File: config.mk
export PLATFORM = sky130hd
export DESIGN_NAME = ball_motion
export DESIGN_NICKNAME = d
export VERILOG_FILES = /design/src/rtl/breakout_pkg.sv /design/src/rtl/ball_collide.sv /design/src/rtl/ball_motion.sv
export SDC_FILE = /design/constraint.sdc
export NUM_CORES = 1
export LEC_CHECK = 0
export CAP_MARGIN = 10
export CORE_ASPECT_RATIO = 1.2
export CORE_MARGIN = 3
export CORE_UTILIZATION = 40
export DETAILED_ROUTE_END_ITERATION = 8
export DONT_BUFFER_PORTS = 1
export GPL_TIMING_DRIVEN = 0
export HOLD_SLACK_MARGIN = 0.06
export MAX_ROUTING_LAYER = met4
export PLACE_DENSITY_LB_ADDON = 0.25
export SYNTH_ARGS = -nofsm -noshare
export SYNTH_HDL_FRONTEND = slang
export SYNTH_SLANG_ARGS = --single-unit
export TNS_END_PERCENT = 50
File: constraint.sdc
create_clock -name clk -period 5.1 [get_ports clk]
set_clock_uncertainty 0.2 [all_clocks]
set_input_delay 0.765 -clock clk [delete_from_list [all_inputs] [get_ports clk]]
set_output_delay 0.765 -clock clk [all_outputs]
set_load 0.01 [all_outputs]
File: src/rtl/breakout_pkg.sv
// Shared breakout types and playfield geometry, used by the paddle and ball stages.
package breakout_pkg;

  typedef enum logic [1:0] {
    SERVE  = 2'd0,
    FLIGHT = 2'd1,
    OVER   = 2'd2
  } state_t;

  localparam logic [9:0]        SCREEN_W  = 10'd640;
  localparam logic [9:0]        SCREEN_H  = 10'd480;
  localparam logic [9:0]        BALL_SIZE = 10'd8;
  localparam logic [9:0]        PADDLE_W  = 10'd64;
  localparam logic [9:0]        PADDLE_Y  = 10'd440;
  localparam logic signed [3:0] SPEED     = 4'sd2;
  localparam logic [1:0]        LIVES     = 2'd3;

  function automatic logic signed [3:0] abs4(input logic signed [3:0] v);
    logic signed [3:0] r;
    if (v < 4'sd0) begin
      r = -v;
    end else begin
      r = v;
    end
    return r;
  endfunction

endpackage

File: src/rtl/ball_collide.sv
// Combinational next-position/velocity for one flight step with wall, paddle and miss checks.
// Optional macro BALL_ANGLE_EN: paddle hit zone selects the horizontal speed.
module ball_collide
  import breakout_pkg::*;
(
  input  logic [9:0]        ball_x,
  input  logic [9:0]        ball_y,
  input  logic signed [3:0] dx,
  input  logic signed [3:0] dy,
  input  logic [9:0]        paddle_x,
  output logic [9:0]        next_x,
  output logic [9:0]        next_y,
  output logic signed [3:0] next_dx,
  output logic signed [3:0] next_dy,
  output logic              hit_left,
  output logic              hit_right,
  output logic              hit_top,
  output logic              hit_paddle,
  output logic              hit_miss
);

  localparam logic signed [11:0] X_MAX = $signed({2'b00, SCREEN_W - BALL_SIZE});
  localparam logic signed [11:0] Y_MAX = $signed({2'b00, SCREEN_H - BALL_SIZE});
  localparam logic signed [11:0] PAD_Y = $signed({2'b00, PADDLE_Y});
  localparam logic signed [11:0] PAD_W = $signed({2'b00, PADDLE_W});
  localparam logic signed [11:0] SIZE  = $signed({2'b00, BALL_SIZE});
`ifdef BALL_ANGLE_EN
  localparam logic signed [11:0] HALF  = $signed({2'b00, BALL_SIZE >> 4'd1});
  localparam logic signed [11:0] QUART = $signed({2'b00, PADDLE_W >> 4'd2});
  logic signed [11:0] zone_s;
`endif

  logic signed [11:0] bx_s, by_s, px_s, nx_s, ny_s;
  logic signed [3:0]  mag_x_s;

  // One flight step evaluated in 12-bit signed space so negative overshoot is visible.
  always_comb begin
    bx_s = $signed({2'b00, ball_x});
    by_s = $signed({2'b00, ball_y});
    px_s = $signed({2'b00, paddle_x});
    nx_s = bx_s + $signed({{8{dx[3]}}, dx});
    ny_s = by_s + $signed({{8{dy[3]}}, dy});

    hit_left   = (nx_s < 12'sd0);
    hit_right  = (nx_s > X_MAX);
    hit_top    = (ny_s < 12'sd0);
    hit_paddle = !hit_top && (dy > 4'sd0) && ((by_s + SIZE) <= PAD_Y) &&
                 ((ny_s + SIZE) > PAD_Y) && ((nx_s + SIZE) > px_s) && (nx_s < (px_s + PAD_W));
    hit_miss   = !hit_top && !hit_paddle && (ny_s > Y_MAX);

    mag_x_s = abs4(dx);
`ifdef BALL_ANGLE_EN
    zone_s = bx_s + HALF - px_s;
    if (hit_paddle) begin
      if ((zone_s < QUART) || (zone_s >= (PAD_W - QUART))) begin
        mag_x_s = SPEED + SPEED;
      end else begin
        mag_x_s = SPEED;
      end
    end else begin
      mag_x_s = abs4(dx);
    end
`endif

    if (hit_left) begin
      next_x  = 10'd0;
      next_dx = mag_x_s;
    end else if (hit_right) begin
      next_x  = X_MAX[9:0];
      next_dx = -mag_x_s;
    end else begin
      next_x  = nx_s[9:0];
      next_dx = dx[3] ? -mag_x_s : mag_x_s;
    end

    if (hit_top) begin
      next_y  = 10'd0;
      next_dy = abs4(dy);
    end else if (hit_paddle) begin
      next_y  = (PAD_Y - SIZE);
      next_dy = -abs4(dy);
    end else begin
      next_y  = ny_s[9:0];
      next_dy = dy;
    end
  end

endmodule

File: src/rtl/ball_motion.sv
// Ball FSM (serve/flight/over), lives counter and registered position outputs.
// Optional macro BALL_ANGLE_EN is consumed by ball_collide.
module ball_motion
  import breakout_pkg::*;
(
  input  logic       clk,
  input  logic       reset,
  input  logic       tick,
  input  logic       pause,
  input  logic       launch,
  input  logic [9:0] paddle_x,
  output logic [9:0] ball_x,
  output logic [9:0] ball_y,
  output logic       miss,
  output logic [1:0] lives,
  output logic       game_over,
  output logic       in_play
);

  localparam logic [9:0] SERVE_OFF = (PADDLE_W >> 4'd1) - (BALL_SIZE >> 4'd1);
  localparam logic [9:0] SERVE_Y   = PADDLE_Y - BALL_SIZE;

  state_t            state_r, state_s;
  logic [9:0]        ball_x_r, ball_x_s, ball_y_r, ball_y_s, serve_x_s;
  logic signed [3:0] dx_r, dx_s, dy_r, dy_s;
  logic [1:0]        lives_r, lives_s;
  logic              miss_r, miss_s, game_over_r, game_over_s, in_play_r, in_play_s;

  logic [9:0]        col_x_s, col_y_s;
  logic signed [3:0] col_dx_s, col_dy_s;
  logic              hit_left_s, hit_right_s, hit_top_s, hit_paddle_s, hit_miss_s;

  ball_collide u_collide (
    .ball_x     (ball_x_r),
    .ball_y     (ball_y_r),
    .dx         (dx_r),
    .dy         (dy_r),
    .paddle_x   (paddle_x),
    .next_x     (col_x_s),
    .next_y     (col_y_s),
    .next_dx    (col_dx_s),
    .next_dy    (col_dy_s),
    .hit_left   (hit_left_s),
    .hit_right  (hit_right_s),
    .hit_top    (hit_top_s),
    .hit_paddle (hit_paddle_s),
    .hit_miss   (hit_miss_s)
  );

  // Next-state and next-output logic; everything holds unless an unpaused tick arrives.
  always_comb begin
    state_s   = state_r;
    ball_x_s  = ball_x_r;
    ball_y_s  = ball_y_r;
    dx_s      = dx_r;
    dy_s      = dy_r;
    lives_s   = lives_r;
    miss_s    = 1'b0;
    serve_x_s = paddle_x + SERVE_OFF;
    if (tick && !pause) begin
      case (state_r)
        SERVE: begin
          ball_x_s = serve_x_s;
          ball_y_s = SERVE_Y;
          if (launch) begin
            state_s = FLIGHT;
            dx_s    = SPEED;
            dy_s    = -SPEED;
          end else begin
            state_s = SERVE;
          end
        end
        FLIGHT: begin
          ball_x_s = col_x_s;
          ball_y_s = col_y_s;
          if (hit_left_s || hit_right_s || hit_top_s || hit_paddle_s) begin
            dx_s = col_dx_s;
            dy_s = col_dy_s;
          end else begin
            dx_s = dx_r;
            dy_s = dy_r;
          end
          if (hit_miss_s) begin
            miss_s = 1'b1;
            if (lives_r <= 2'd1) begin
              lives_s = 2'd0;
              state_s = OVER;
            end else begin
              lives_s = lives_r - 2'd1;
              state_s = SERVE;
            end
          end else begin
            state_s = FLIGHT;
          end
        end
        OVER: begin
          state_s = OVER;
        end
        default: begin
          state_s = SERVE;
        end
      endcase
    end else begin
      state_s = state_r;
    end
    game_over_s = (state_s == OVER);
    in_play_s   = (state_s == FLIGHT);
  end

  // State and output registers with synchronous reset overriding all inputs.
  always_ff @(posedge clk) begin
    if (reset) begin
      state_r     <= SERVE;
      ball_x_r    <= paddle_x + SERVE_OFF;
      ball_y_r    <= SERVE_Y;
      dx_r        <= SPEED;
      dy_r        <= -SPEED;
      lives_r     <= LIVES;
      miss_r      <= 1'b0;
      game_over_r <= 1'b0;
      in_play_r   <= 1'b0;
    end else begin
      state_r     <= state_s;
      ball_x_r    <= ball_x_s;
      ball_y_r    <= ball_y_s;
      dx_r        <= dx_s;
      dy_r        <= dy_s;
      lives_r     <= lives_s;
      miss_r      <= miss_s;
      game_over_r <= game_over_s;
      in_play_r   <= in_play_s;
    end
  end

  assign ball_x    = ball_x_r;
  assign ball_y    = ball_y_r;
  assign miss      = miss_r;
  assign lives     = lives_r;
  assign game_over = game_over_r;
  assign in_play   = in_play_r;

endmodule
### Yosys cells after proc, flatten, opt, wreduce, memory -nomap -nowiden

Index checks and enable logic that the tools add are counted.

| word-level totals | value |
|---|---|
| register bits after elaboration | 35 |
| output and inout bits | 25 |
| word-level logic and storage cells | 96 |

| operators by class | value |
|---|---|
| add/subtract/negate cells | 12 |
| order comparisons | 12 |
| equality and inequality tests | 7 |
| muxes and demuxes | 30 |
| bitwise logic cells | 2 |
| reduce and logical (&&, ||, !) cells | 24 |

Operators with widths:

| operator | number |
|---|---|
| $mux W10 | 6 |
| $mux W4 | 13 |
| $pmux W10 S2 | 2 |
| $add A11 B4 Y12 | 2 |
| $add A12 B5 Y12 const B | 2 |
| $gt A12 B10 Y1 const B | 2 |
| $lt A12 B1 Y1 const B | 2 |
| $neg A4 Y4 | 4 |
| $pmux W4 S2 | 2 |
| $gt A12 B11 Y1 | 1 |
| $gt A12 B11 Y1 const B | 1 |
| $le A12 B10 Y1 const B | 1 |
| $lt A12 B12 Y1 | 1 |
| $add A10 B4 Y11 const B | 1 |
| $add A10 B7 Y11 const B | 1 |
| $add A10 B5 Y10 const B | 1 |
| $logic_and A1 B1 Y1 | 8 |
| $lt A4 B1 Y1 const B | 2 |
| $mux W2 | 4 |
| $pmux W2 S3 | 1 |
| $reduce_and A5 Y1 | 1 |
| $eq A2 B1 Y1 const B | 2 |
| $eq A2 B2 Y1 const B | 2 |
| $gt A4 B1 Y1 const B | 1 |
| other kinds (15) | 24 |

### Longest topological paths before layout

Gate-level depths: netlist (run 1).

| logic depth | value |
|---|---|
| depth after elaboration | 15 |
| depth in mapped cells | 16 |
| depth with buffers taken out | 15 |

### Hierarchy

A second synthesis (run 1) with hierarchy kept.

| second synthesis, totals | value |
|---|---|
| cells, all modules | 531 |
| area total of the unflattened synthesis | 4370.4 µm² |

By module, submodules not included:

| module | times used | cells an instance | area each (µm²) | sequential area each (µm²) |
|---|---|---|---|---|
| ball_collide | 1 | 389 | 2859.0 | 0.0 |
| ball_motion | 1 | 142 | 1511.4 | 800.8 |

### Worst setup path after synthesis (run 1)

No wires, ideal clock.

| timing | value |
|---|---|
| kind | reg2reg |
| start | register ball_x_r[2], in the netlist ball_x[2] |
| end | register ball_y_r[0], in the netlist ball_y[0] |
| library setup time | 116 ps |
| data arrival time | 3965 ps |
| required time | 4784 ps |
| path slack | 818 ps |
| stages on the path, launching flop included | 17 |
| path buffers | 1 |
| clock period less this slack | 4282 ps |
| cells stage by stage | edfxtp_1 -> ha_1 -> a211o_1 -> a2111o_1 -> nand2_1 -> xor2_1 -> inv_1 -> ha_1 -> a21o_1 -> a211o_1 -> o221ai_1 -> nand3b_1 -> mux2_2 -> a211oi_4 -> buf_6 -> nor2_4 -> o211a_1 |

| on the way | value |
|---|---|
| cells in the longest elaborated chain, start to end | 8 |
| elaborated cells between the ends (all ways) | 9 |

RTL lines:

| element | RTL line | RTL |
|---|---|---|
| start, declared | ball_motion.sv:24 | `logic [9:0] ball_x_r, ball_x_s, ball_y_r, ball_y_s, serve_x_s;` |
| start signal, assigned | ball_motion.sv:114 | `ball_x_r <= paddle_x + SERVE_OFF;` |
| start signal, assigned | ball_motion.sv:124 | `ball_x_r <= ball_x_s;` |
| $add A11 B4 Y12 (*) | ball_collide.sv:41 | `nx_s = bx_s + $signed({{8{dx[3]}}, dx});` |
| $add A12 B5 Y12 | ball_collide.sv:48 | `((ny_s + SIZE) > PAD_Y) && ((nx_s + SIZE) > px_s) && (nx_s < (px_s + PAD_W));` |
| $gt A12 B11 Y1 | ball_collide.sv:48 |  |
| $logic_and A1 B1 Y1 | ball_collide.sv:48 |  |
| $logic_and A1 B1 Y1 (*) | ball_collide.sv:48 |  |
| $mux W10 (*) | ball_collide.sv:79 | `end else if (hit_paddle) begin` |
| $mux W10 (*) | ball_collide.sv:76 | `if (hit_top) begin` |
| $pmux W10 S2 (*) | ball_motion.sv:61 | `case (state_r)` |
| end signal, assigned | ball_motion.sv:125 | `ball_y_r <= ball_y_s;` |
| end, declared | ball_motion.sv:24 |  |

Every way passes the cells marked *; elsewhere a longest branch is shown, timed or not.
A chain may end at the register's enable or synchronous reset.

### Worst setup path after layout (run 1)

| timing | value |
|---|---|
| start | register ball_x_r[2], in the netlist ball_x[2] |
| end | register ball_y_r[1], in the netlist ball_y[1] |

Same word-level chain as after synthesis.

==> results of run 1 <==
[final cells by class]
type / instances / share of cell area
Clock buffer: 6 / 0.01903
Multi-Input combinational cell: 347 / 0.6893
Tap cell: 117 / 0.03839
Clock inverter: 2 / 0.002625
Inverter: 38 / 0.03740
Buffer: 12 / 0.01378
Sequential cell: 33 / 0.1995
[logic make-up (layout without fill, tap and decap cells)]
| kind of cell | after synthesis | in the layout | synth area share |
|---|---|---|---|
| DFF | 33 | 33 | 0.2122 |
| buffers and inverters | 50 | 58 | 0.05445 |
| xor gates and xnor gates | 37 | 37 | 0.09250 |
| muxes | 5 | 5 | 0.01466 |
| AOI/OAI and AO/OA | 137 | 137 | 0.2789 |
| other | 1 | 1 | 0.001046 |
| adders and majority gates | 51 | 51 | 0.1801 |
| and+or+nand+nor | 116 | 116 | 0.1661 |
[worst max-delay path, cell delays in order, from the launching register on]
cell	delay, ns
edfxtp_1	0.47
ha_1	0.37
a211o_1	0.35
a2111o_1	0.45
nand2_1	0.11
xor2_1	0.45
inv_1	0.11
ha_1	0.31
a21o_1	0.16
a211o_1	0.28
o221ai_1	0.18
nand3b_1	0.10
mux2_2	0.33
a211oi_4	0.41
buf_6	0.23
nor2_4	0.06
a32o_1	0.20
[routing by layer]
metal / track usage / share of wire
met2: 0.3515 / 0.50
met1: 0.2283 / 0.43
met4: 0.04352 / 0.013
met5: - / 0
met3: 0.03696 / 0.050
[cell usage in the layout (no fill, tap or decap), types with 14 or more instances in the layout]
| cell type | netlist | final |
|---|---|---|
| nand3_1 | 14 | 14 |
| xnor2_1 | 19 | 19 |
| nor2_1 | 28 | 28 |
| o21ai_0 | 21 | 21 |
| nand2_1 | 22 | 22 |
| dfxtp_1 | 23 | 23 |
| xor2_1 | 17 | 17 |
| ha_1 | 50 | 50 |
| inv_1 | 36 | 36 |
| a21oi_1 | 20 | 20 |
[cell usage after synthesis (3+ instances only)]
library cell	count
inv_1	36
or3_1	3
a211o_1	4
o211ai_1	11
o31a_1	4
mux2i_1	3
xor2_1	17
o21a_1	4
edfxtp_1	10
nand3_1	14
o22ai_1	6
ha_1	50
a211oi_1	3
o41ai_1	6
nand3b_1	4
nand2_1	22
xnor2_1	19
dfxtp_1	23
nor2_1	28
nand2b_1	12
nor3_1	12
o31ai_1	4
a31oi_1	12
o221ai_1	3
nand4_1	3
nor4b_1	3
clkbuf_1	10
a21oi_1	20
a21o_1	7
a31o_2	3
o21ai_0	21
o21bai_1	3
nor2b_1	3
[flip-flops by register name (all words and copies together), names as in the netlist]
name,flops
in_play,1
miss,1
game_over,1
dy_r,3
state_r,2
dx_r,3
lives,2
ball_y,10
ball_x,10
[through the flow]
step                setup WS, ns  instance area (um^2)  std cells  utilization
floorplan                 0.8182                  3585        430            -
CTS                       0.2286                  3814        555       0.4405
global placement          0.3066                  3731        547       0.4310
global route             0.01841                  3814        555       0.4405
detailed placement        0.2652                  3731        547       0.4310
finish                    0.2307                  3814        555       0.4405
[where the power goes]
group          internal, mW  switching [mW]
combinational         0.145           0.215
sequential            0.290          0.0208
clock                0.0946          0.0976
total                 0.529           0.333
[path summary, 6_finish.rpt]
path | depth (start not counted) | to | startpoint | slack (ns)
hold reg to reg | 2 | dx_r[1] | dx_r[1] | 0.34
hold / removal | 2 | dx_r[1] | dx_r[1] | 0.34
setup / recovery | 16 | ball_y[1] | ball_x[2] | 0.23
setup reg to reg | 16 | ball_y[1] | ball_x[2] | 0.23
==> metrics.md, run 1 <==
| Metric | Value |
|---|---|
| Fin. max-slew vios | `0` |
| Die X | `92.42 um` |
| Main area contributors after synthesis | `ha_1 17%, dfxtp_1 13%, edfxtp_1 8.4%` |
| Sink Count | `33` |
| Ant diodes | `0` |
| Bufs on Longest Clock Path | `2` |
| Inserted Clock Buffers | `5` |
| Drt pass-1 iters | `4` |
| Fmax | `205.4 MHz` |
| Core Rows | `37` |
| Final Net Count | `503` |
| Share of cells above drive strength 1 | `0.04566` |
| DR iter-0 viols | `188` |
| Setup CP Type | `flip-flop to flip-flop` |
| Leak | `1.542 nW` |
| Die height | `109.7 um` |
| Gr usage total | `0.1961` |
| Post-synthesis cell count | `430` |
| Setup TNS | `0 ns` |
| DP HPWL | `7401 um` |
| Skew-Pair Late Insertion Delay | `0.29 ns` |
| Hold buffers post-CTS | `0` |
| Initial core utilization | `0.4141` |
| # setup viols final | `0` |
| Worst Path Arrival | `4.85 ns` |
| Post-synth EDFFs | `10` |
| Max Cap Viol | `0` |
| Final GP Congestion | `0.9111` |
| Register Area | `760.7 um^2` |
| I/O pin cnt | `40` |
| P&R area growth vs syn | `6.388%` |
| DRC | `0` |
| Post-synthesis sequential area ratio | `0.2122` |
| Drt total wl | `9379 um` |
| Post-CTS setup buffers | `0` |
| Area of the die | `0.01014 mm^2` |
| Largest net degree at the start of global routing | `15` |
| Seq cells post-synth | `33` |
| Yosys cell types | `68` |
| Initial antenna violation count | `0` |
| Antenna Nets Post-Route | `0` |
| Port buffer count | `0` |
| Largest fanout on the critical path | `10` |
| Final worst path period need | `4.869 ns` |
| Req. time, crit path | `5.08 ns` |
| Startpoint Class | `flip-flop` |
| Post-Syn Area per Cell | `8.336 um^2` |
| Vias in the first global route | `3190` |
| Status | `finished, final reports clean` |
| Hold Worst Slack | `0.3409 ns` |
| Fraction of registers with async set/reset | `0` |
| Fill cell count | `903` |
| GR Overflow Total | `0` |
| Area of the mapped netlist | `0.003585 mm^2` |
| Top cell type's share of synthesized area | `0.1745` |
| Top_reg_cell synth | `dfxtp_1` |
| Root Driver | `clkbuf_8` |
| Crit share post-route | `0.9548` |
| Core area | `0.008657 mm^2` |
| Synth Warn # | `0` |
| PwrDens | `226.1 mW/mm^2` |
| Via count | `3215` |
| First-pass GRT wire length | `15500 um` |
| WL/cell | `16.90 um` |
| Mean number of vias per cell | `5.793` |
| Area of the multi-input gates | `0.002629 mm^2` |
| Final Hold Vio Count | `0` |
| CTS tree | `yes` |
| Max-slew headroom | `0.4496` |
| Post-CTS Resized | `0` |
| Maximum VDD drop | `0.1025 mV` |
| Area leader, netlist | `ha_1` |
| Setup crit end kind | `flip-flop` |
| Hold Path Class | `flip-flop to flip-flop` |
| H-Tree Level Count | `2` |
| Total Power | `0.8625 mW` |
| RSZ-0062 raised after global routing | `false` |
| Syn nets | `496` |
| CTS clock-pin slew for the worst setup and hold paths | `0.07 ns` |
| Worst slew pin tran | `0.8197 ns` |
Note: power is estimated with default switching activity, not from simulation.
==> run 2, diff against run 1 <==
--- a/config.mk
+++ b/config.mk
@@ -17,2 +17,3 @@
 export PLACE_DENSITY_LB_ADDON = 0.25
+export SETUP_SLACK_MARGIN = 0.02
 export SYNTH_ARGS = -nofsm -noshare
==> constraint.sdc (replaced) <==
create_clock -name clk -period 5.1 [get_ports clk]
set_clock_uncertainty 0.2 [all_clocks]
set_input_delay 1.02 -clock clk [delete_from_list [all_inputs] [get_ports clk]]
set_output_delay 1.02 -clock clk [all_outputs]
set_load 0.01 [all_outputs]
==> metrics.md, run 2 (synthesis gave the netlist of run 1 again) <==
| Metric | Value |
|---|---|
| Max-slew headroom | `0.4539` |
| Setup TNS | `0 ns` |
| Final Cell Area | `0.003821 mm^2` |
| Final Net Count | `503` |
| Skew-Pair Late Insertion Delay | `0.30 ns` |
| Drt pass-1 iters | `4` |
| Worst Hold Depth | `2` |
| R2R cell count | `15` |
| Largest net degree at the start of global routing | `15` |
| Comb power frac | `0.417` |
| CTS tree | `yes` |
| Clock group share of total power | `0.226` |
| Worst Path Arrival | `4.85 ns` |
| H-Tree Level Count | `2` |
| Startpoint Class | `flip-flop` |
| Total Power | `0.8692 mW` |
| Final GP Congestion | `0.9111` |
| WL/cell | `17.05 um` |
| Via count | `3228` |
| Final worst path period need | `4.874 ns` |
| CTS clock-pin slew for the worst setup and hold paths | `0.08 ns` |
| Hold buffers post-CTS | `0` |
| Reg2reg start | `ball_x[2]` |
| First-pass GRT wire length | `15500 um` |
| Dpl cell area | `0.003731 mm^2` |
| GR Overflow Total | `0` |
| Commonest non-fill, non-tap cell in the layout | `ha_1` |
| Max Cap Viol | `0` |
| Status | `finished, final reports clean` |
| Worst slew pin tran | `0.8133 ns` |
| Commonest non-fill, non-tap cells in the layout | `50 x ha_1, 36 x inv_1, 28 x nor2_1, 23 x dfxtp_1, 22 x nand2_1` |
| Port buffer count | `0` |
| Die height | `109.7 um` |
| DP HPWL | `7401 um` |
| Vias in the first global route | `3190` |
| Core Rows | `37` |
| Crit share post-route | `0.9557` |
| Placed insts | `547` |
| Req. time, crit path | `5.08 ns` |
| Drt total wl | `9460 um` |
| Sw Share | `0.3900` |
| FF-to-FF setup slack | `0.23 ns` |
| Initial core utilization | `0.4141` |
| PwrDens | `227.5 mW/mm^2` |
| Antenna Nets Post-Route | `0` |
| # setup viols final | `0` |
| Reg power frac | `0.357` |
| Leak | `1.544 nW` |
| Die X | `92.42 um` |
| Area of the die | `0.01014 mm^2` |
| Worst r2r dst | `ball_y[1]` |
| Maximum VDD drop | `0.1047 mV` |
| Core area | `0.008657 mm^2` |
| Setup crit end kind | `flip-flop` |
| NetSw | `0.3390 mW` |
| Final Hold Vio Count | `0` |
| Root Driver | `clkbuf_8` |
| Internal cell power | `0.5302 mW` |
| Fmax | `205.2 MHz` |
| Hold path start | `dx_r[1]` |
| Mean number of vias per cell | `5.816` |
| Fin. max-slew vios | `0` |
| Largest fanout on the critical path | `10` |
| DRC | `0` |
| RSZ-0062 raised after global routing | `false` |
| Hold Path Class | `flip-flop to flip-flop` |
| Inserted Clock Buffers | `5` |
| Share of cells above drive strength 1 | `0.04795` |
| DR iter-0 viols | `180` |
| Fin cells | `555` |
| Ant diodes | `0` |
| Bufs on Longest Clock Path | `2` |
| Initial antenna violation count | `0` |
| Sink Count | `33` |
| Gr usage total | `0.1961` |
| P&R area growth vs syn | `6.597%` |
| I/O pin cnt | `40` |
| Worst Hold End | `dx_r[1]` |
| Setup CP Type | `flip-flop to flip-flop` |
==> run 2: cell counts in the layout (fill, tap and decap cells not counted) <==
Identical to the previous run, type by type.
==> run 2: per-layer routing <==
layer  track usage  part of all wire  wire [um]  vias up
li1              -                 -          -     1622
met1        0.2283              0.43       4034     1515
met2        0.3515              0.50       4769       77
met3       0.03696             0.052        496       14
met4       0.04352             0.017        159        0
met5             -                 0          0        -
==> run 2: worst max-delay path: stages (launching register included) <==
cell and delay (ns):
edfxtp_1 0.47, ha_1 0.37, a211o_1 0.35, a2111o_1 0.45, a31oi_1 0.24, xor2_1 0.50
inv_1 0.10, ha_1 0.31, a211o_1 0.26, o221ai_1 0.18, nand3b_1 0.09, mux2_2 0.33
a211oi_4 0.41, buf_6 0.23, nor2_4 0.06, a32o_1 0.20
==> run 2: worst max path at each step <==
stage                    from         to  cells past startpoint
global route        ball_x[2]  ball_y[1]                     15
CTS                 ball_x[2]  ball_y[1]                     16
global placement    ball_x[2]  ball_y[0]                     16
finish              ball_x[2]  ball_y[1]                     15
floorplan           ball_x[2]  ball_y[0]                     16
detailed placement  ball_x[2]  ball_y[1]                     16
==> run 2: final cells by class <==
cell class / instances / area [um^2]
Fill cell: 903 / 4836
Clock buffer: 6 / 72.57
Inverter: 38 / 142.6
Clock inverter: 2 / 10.01
Sequential cell: 33 / 760.7
Tap cell: 117 / 146.4
Buffer: 12 / 52.55
Multi-Input combinational cell: 347 / 2636
==> run 2: what timing repair did <==
action,in CTS,in global routing
buffers inserted,0,0
resized for setup,0,1
setup endpoints to repair,0,1
hold endpoints to repair,0,0
==> run 2: power by group through the flow <==
stage	combinational [mW]	sequential, mW	clock [mW]
after floorplan	0.279	0.311	0
after global placement	0.347	0.317	0
after detailed placement	0.355	0.317	0
after CTS	0.358	0.311	0.198
after global routing	0.405	0.314	0.212
final	0.362	0.311	0.196
==> run 2: stage by stage <==
step / setup WS [ns] / hold slack, ns / util
2_1_floorplan: 0.8182 / 0.2557 / -
3_3_place_gp: 0.3066 / 0.3316 / 0.4310
3_5_place_dp: 0.2652 / 0.3412 / 0.4310
4_1_cts: 0.2286 / 0.3579 / 0.4405
5_1_grt: 0.02810 / 0.3697 / 0.4414
6_report: 0.2258 / 0.3416 / 0.4414
==> run 3, diff against run 2 <==
- CORE_MARGIN: 3 -> 2
==> metrics.md, run 3 (synthesis gave the netlist of run 1 again) <==
| Metric | Value |
|---|---|
| Via count | `3239` |
| GR Overflow Total | `0` |
| Setup crit end kind | `flip-flop` |
| P&R area growth vs syn | `7.016%` |
| Startpoint Class | `flip-flop` |
| DP HPWL | `7398 um` |
| DR iter-0 viols | `155` |
| Largest fanout on the critical path | `10` |
| Initial antenna violation count | `0` |
| CTS tree | `yes` |
| Skew-Pair Late Insertion Delay | `0.28 ns` |
| Final core utilization | `0.4431` |
| Final Hold Vio Count | `0` |
| Ant diodes | `0` |
| I/O pin cnt | `40` |
| Worst path max stage delay | `0.47 ns` |
| Status | `finished, final reports clean` |
| Share of cells above drive strength 1 | `0.04795` |
| Hold buffers post-CTS | `0` |
| Critical path's slowest cell | `edfxtp_1` |
| Largest net degree at the start of global routing | `15` |
| Commonest non-fill, non-tap cells in the layout | `50 x ha_1, 36 x inv_1, 28 x nor2_1, 23 x dfxtp_1, 22 x nand2_1` |
| Crit share post-route | `0.9287` |
| Worst Path Arrival | `4.71 ns` |
| Final Net Count | `503` |
| Initial core utilization | `0.4141` |
| Gr usage total | `0.1960` |
| Die X | `90.42 um` |
| Leak | `1.547 nW` |
| Max Cap Viol | `0` |
| DRC | `0` |
| RSZ-0062 raised after global routing | `false` |
| Setup TNS | `0 ns` |
| Final worst path period need | `4.737 ns` |
| H-Tree Level Count | `2` |
| Maximum VDD drop | `0.09602 mV` |
| Drt pass-1 iters | `4` |
| Sink Count | `33` |
| Hold Path Class | `flip-flop to flip-flop` |
| First-pass GRT wire length | `15160 um` |
| Vias in the first global route | `3099` |
| CTS clock-pin slew for the worst setup and hold paths | `0.07 ns` |
| Fmax | `211.1 MHz` |
| Setup CP Type | `flip-flop to flip-flop` |
| Max-slew headroom | `0.4878` |
| # setup viols final | `0` |
| Port buffer count | `0` |
| PwrDens | `228.0 mW/mm^2` |
| Bufs on Longest Clock Path | `2` |
| Antenna Nets Post-Route | `0` |
| Req. time, crit path | `5.07 ns` |
| Core Rows | `37` |
| Commonest non-fill, non-tap cell in the layout | `ha_1` |
| Crit-path cells | `ha_1 > a211o_1 > a2111o_1 > nand2_1 > xor2_2 > inv_1 > ha_1 > a21o_1 > a211o_1 > o221ai_1 > nand3b_1 > mux2_2 > a211oi_4 > buf_6 > nor2_4 > a32o_1` |
| FF-to-FF setup slack | `0.36 ns` |
| Area of the die | `0.009738 mm^2` |
| WL/cell | `16.70 um` |
| Final GP Congestion | `0.8802` |
| Mean number of vias per cell | `5.836` |
| Fin. max-slew vios | `0` |
| Drt total wl | `9268 um` |
| Inserted Clock Buffers | `5` |
| Core area | `0.008657 mm^2` |
| Root Driver | `clkbuf_8` |
| Worst slew pin tran | `0.7628 ns` |
| Die height | `107.7 um` |
[run 3: changes by cell type in the layout (fill, tap and decap cells not counted), sizes merged]
cell    previous run  this run
clkinv             2         0
clkbuf            16        18
[run 3: repair_timing]
item                                    4_1_cts  5_1_grt
buffers inserted                              0        0
endpoints found under the setup margin        0        8
resized for setup                             0        2
[run 3: where the power goes]
| group | internal (mW) | switching, mW | leakage, nW |
|---|---|---|---|
| Combinational | 0.146 | 0.213 | 1.21 |
| Clock | 0.110 | 0.0940 | 0.0455 |
| Sequential | 0.290 | 0.0215 | 0.287 |
[run 3: layout make-up]
class	instances	area (um^2)
Multi-Input combinational cell	347	2644
Tap cell	117	146.4
Buffer	12	52.55
Clock buffer	8	90.09
Inverter	38	142.6
Sequential cell	33	760.7
Fill cell	885	4821
[run 3: critical path, delay by kind of cell (launching register included)]
family	cells	cell delay, ns
AOI/OAI and AO/OA	7	2.02
adders and majority gates	2	0.68
DFF	1	0.47
xor gates and xnor gates	1	0.32
muxes	1	0.32
buffers and inverters	2	0.31
and+or+nand+nor	3	0.28
[run 3: layer usage]
layer  part of all wire  global-route usage  vias to the layer above
li1                   -                   -                     1614
met1               0.41              0.2268                     1524
met2               0.51              0.3491                       85
met3              0.057             0.03361                       16
met4              0.021             0.05934                        0
met5                  0                   -                        -
[run 3: worst paths after layout]
path	startpoint	endpoint	cells past startpoint
worst min register to register	dx_r[1]	dx_r[1]	2
worst min-delay path	dx_r[1]	dx_r[1]	2
worst max-delay path	ball_x[2]	ball_y[1]	16
worst max register to register	ball_x[2]	ball_y[1]	16
[run 3: through the flow]
step / setup slack (ns) / instance area (um^2) / std cells / power [mW] / hold slack (ns)
after global routing: 0.1134 / 3836 / 555 / 0.9345 / 0.3561
after global placement: 0.2997 / 3731 / 547 / 0.6631 / 0.3176
after detailed placement: 0.2634 / 3731 / 547 / 0.6701 / 0.3241
after floorplan: 0.8182 / 3585 / 430 / 0.5902 / 0.2557
final: 0.3634 / 3836 / 555 / 0.8747 / 0.3335
after CTS: 0.2289 / 3821 / 555 / 0.8738 / 0.3396
==> RTL change: new RTL, config.mk and constraints of run 1 <==
Add an input register stage for `tick`, `pause`, `launch` and `paddle_x`; this delays them by one clock.
--- a/src/rtl/ball_motion.sv
+++ b/src/rtl/ball_motion.sv
@@ -20,6 +20,18 @@
   localparam logic [9:0] SERVE_OFF = (PADDLE_W >> 4'd1) - (BALL_SIZE >> 4'd1);
   localparam logic [9:0] SERVE_Y   = PADDLE_Y - BALL_SIZE;
 
+  logic tick_q;
+  logic pause_q;
+  logic launch_q;
+  logic [9:0] paddle_x_q;
+
+  always_ff @(posedge clk) begin
+    tick_q     <= tick;
+    pause_q    <= pause;
+    launch_q   <= launch;
+    paddle_x_q <= paddle_x;
+  end
+
   state_t            state_r, state_s;
   logic [9:0]        ball_x_r, ball_x_s, ball_y_r, ball_y_s, serve_x_s;
   logic signed [3:0] dx_r, dx_s, dy_r, dy_s;
@@ -35,7 +47,7 @@
     .ball_y     (ball_y_r),
     .dx         (dx_r),
     .dy         (dy_r),
-    .paddle_x   (paddle_x),
+    .paddle_x   (paddle_x_q),
     .next_x     (col_x_s),
     .next_y     (col_y_s),
     .next_dx    (col_dx_s),
@@ -56,13 +68,13 @@
     dy_s      = dy_r;
     lives_s   = lives_r;
     miss_s    = 1'b0;
-    serve_x_s = paddle_x + SERVE_OFF;
-    if (tick && !pause) begin
+    serve_x_s = paddle_x_q + SERVE_OFF;
+    if (tick_q && !pause_q) begin
       case (state_r)
         SERVE: begin
           ball_x_s = serve_x_s;
           ball_y_s = SERVE_Y;
-          if (launch) begin
+          if (launch_q) begin
             state_s = FLIGHT;
             dx_s    = SPEED;
             dy_s    = -SPEED;
@@ -111,7 +123,7 @@
   always_ff @(posedge clk) begin
     if (reset) begin
       state_r     <= SERVE;
-      ball_x_r    <= paddle_x + SERVE_OFF;
+      ball_x_r    <= paddle_x_q + SERVE_OFF;
       ball_y_r    <= SERVE_Y;
       dx_r        <= SPEED;
       dy_r        <= -SPEED;
Formal check against the unedited RTL: not equivalent (Yosys sat finds a counterexample within 4 cycles, from zero or initial values and one cycle with reset high).
==> RTL change against run 1 <==
Worst setup slack gained 300 ps; total power grew 29%; cell area grew 13%; area after synthesis grew 11%; sequential cell count grew 13; wire length grew 5.7%; synthesized cell count grew 7.4%.
==> RTL change: results (changes against run 1) <==
INFO  outcome        run_status=finished clean [unchanged]
INFO  min_path       holdPathStages=0 [was 2]
INFO  sta            timing.slew.headroom=49.8% [was 45.0%]
INFO  global_route   antenna_violations_before_repair=2 [was 0]
INFO  place          place_area=4140µm² [was 3730 µm²]
INFO  global_route   groute.layer.met2.usage=32.5% [was 35.1%]
INFO  cells_and_area fillers=969 [was 903]
INFO  critical_path  crit_path_end=dy_r[3] [was ball_y[1]]
INFO  power          power.leakage=1.79nW [was 1.54 nW]
INFO  cts            ctsRootBufferMaster=clkbuf_16 [was clkbuf_8]
INFO  cells_and_area ff_latch_area=1020µm² [was 761 µm²]
INFO  routing        wirelength=9910µm [was 9380 µm]
INFO  routing        route.met3.wl=337µm [was 471 µm]
INFO  global_route   grt_start_max_net_pins=18 [was 15]
INFO  place          dp.final_hpwl=7810µm [was 7400 µm]
INFO  cells_and_area layout.nets=535 [was 503]
INFO  min_path       hold_path_class=in -> reg [was reg -> reg]
INFO  global_route   grt_use_met1=20.8% [was 22.8%]
INFO  global_route   first_pass_grt_wire_length=16,200µm [was 15,500 µm]
INFO  cts            insertion_delay=300ps
INFO  global_route   grt_usage=18.3% [was 19.6%]
INFO  logic_synthesis synth_area_per_cell=8.63µm² [was 8.34 µm²]
INFO  critical_path  critical-path-max-stage-delay=630ps [was 470 ps]
INFO  cells_and_area final_cell_count_no_fill=595 [was 555]
INFO  power          ir_drop=0.138mV [was 0.103 mV]
INFO  global_route   groute.layer.met3.usage=3.28% [was 3.70%]
INFO  critical_path  ff2ff_path_depth=17 [was 16]
INFO  place          dp_cells=585 [was 547]
INFO  critical_path  worst_setup_path_startpoint=dx_r[3] [was ball_x[2]]
INFO  logic_synthesis ys_types=71 [was 68]
INFO  place          gp_congestion=0.894 [was 0.911]
INFO  sta            worst_hold_margin=285ps [was 341 ps]
INFO  min_path       whs_endpoint=pause_q [was dx_r[1]]
INFO  routing        met2WireLength=5050µm [was 4730 µm]
INFO  logic_synthesis syn_nets=528 [was 496]
INFO  cells_and_area post_route_cells_drive_above_1_share=7.87% [was 4.57%]
INFO  routing        via_per_inst=5.58 [was 5.79]
INFO  routing        first_iter_violations=115 [was 188]
INFO  routing        route.detailed.drc=0 [unchanged]
INFO  critical_path  timing.critical_path.arrival=4590ps [was 4850 ps]
INFO  logic_synthesis netlist_top_cells_area=dfxtp_1, ha_1, edfxtp_1 [was ha_1, dfxtp_1, edfxtp_1]
INFO  logic_synthesis most_common_library_cells_after_synthesis=ha_1, inv_1, dfxtp_1 [was ha_1, inv_1, nor2_1]
INFO  global_route   first_global_vias=3,307 [was 3,190]
INFO  logic_synthesis synth-seq-area-share=25.6% [was 21.2%]
INFO  critical_path  cp_slowest_cell=dfxtp_1 [was edfxtp_1]
INFO  routing        wl_met1=4320µm [was 4050 µm]
[RTL change: cell count changes after synthesis, sizes merged, moves of 7 or more]
cell          run 1  this run
inv              38        45
nand2            22        33
xor2             18         9
xnor2            19        33
a21oi            20        31
dfxtp            23        36
[RTL change: power by group]
group          switching, mW  total (mW)  internal, mW
logic                  0.203       0.347         0.144
clock network          0.158       0.346         0.188
registers             0.0234       0.420         0.397
[RTL change: kinds of logic after synthesis]
logic type / Yosys count / share of synthesized area (%)
mux: 9 / 2.29
flops: 46 / 25.6
other cells: 1 / 0.0941
fa+ha+maj: 51 / 16.2
compound gates: 125 / 23.0
simple gates: 128 / 16.9
xor+xnor: 42 / 9.60
buf+inv: 60 / 6.25
[RTL change: cell type report]
type / count / share of cell area [%]
plain buffers: 15 / 1.86
diodes: 2 / 0.116
flip-flops and latches: 46 / 23.8
clock buffers: 5 / 2.91
well taps: 123 / 3.58
multi-input cells: 356 / 63.2
inverters: 45 / 3.93
clock inverters: 3 / 0.612
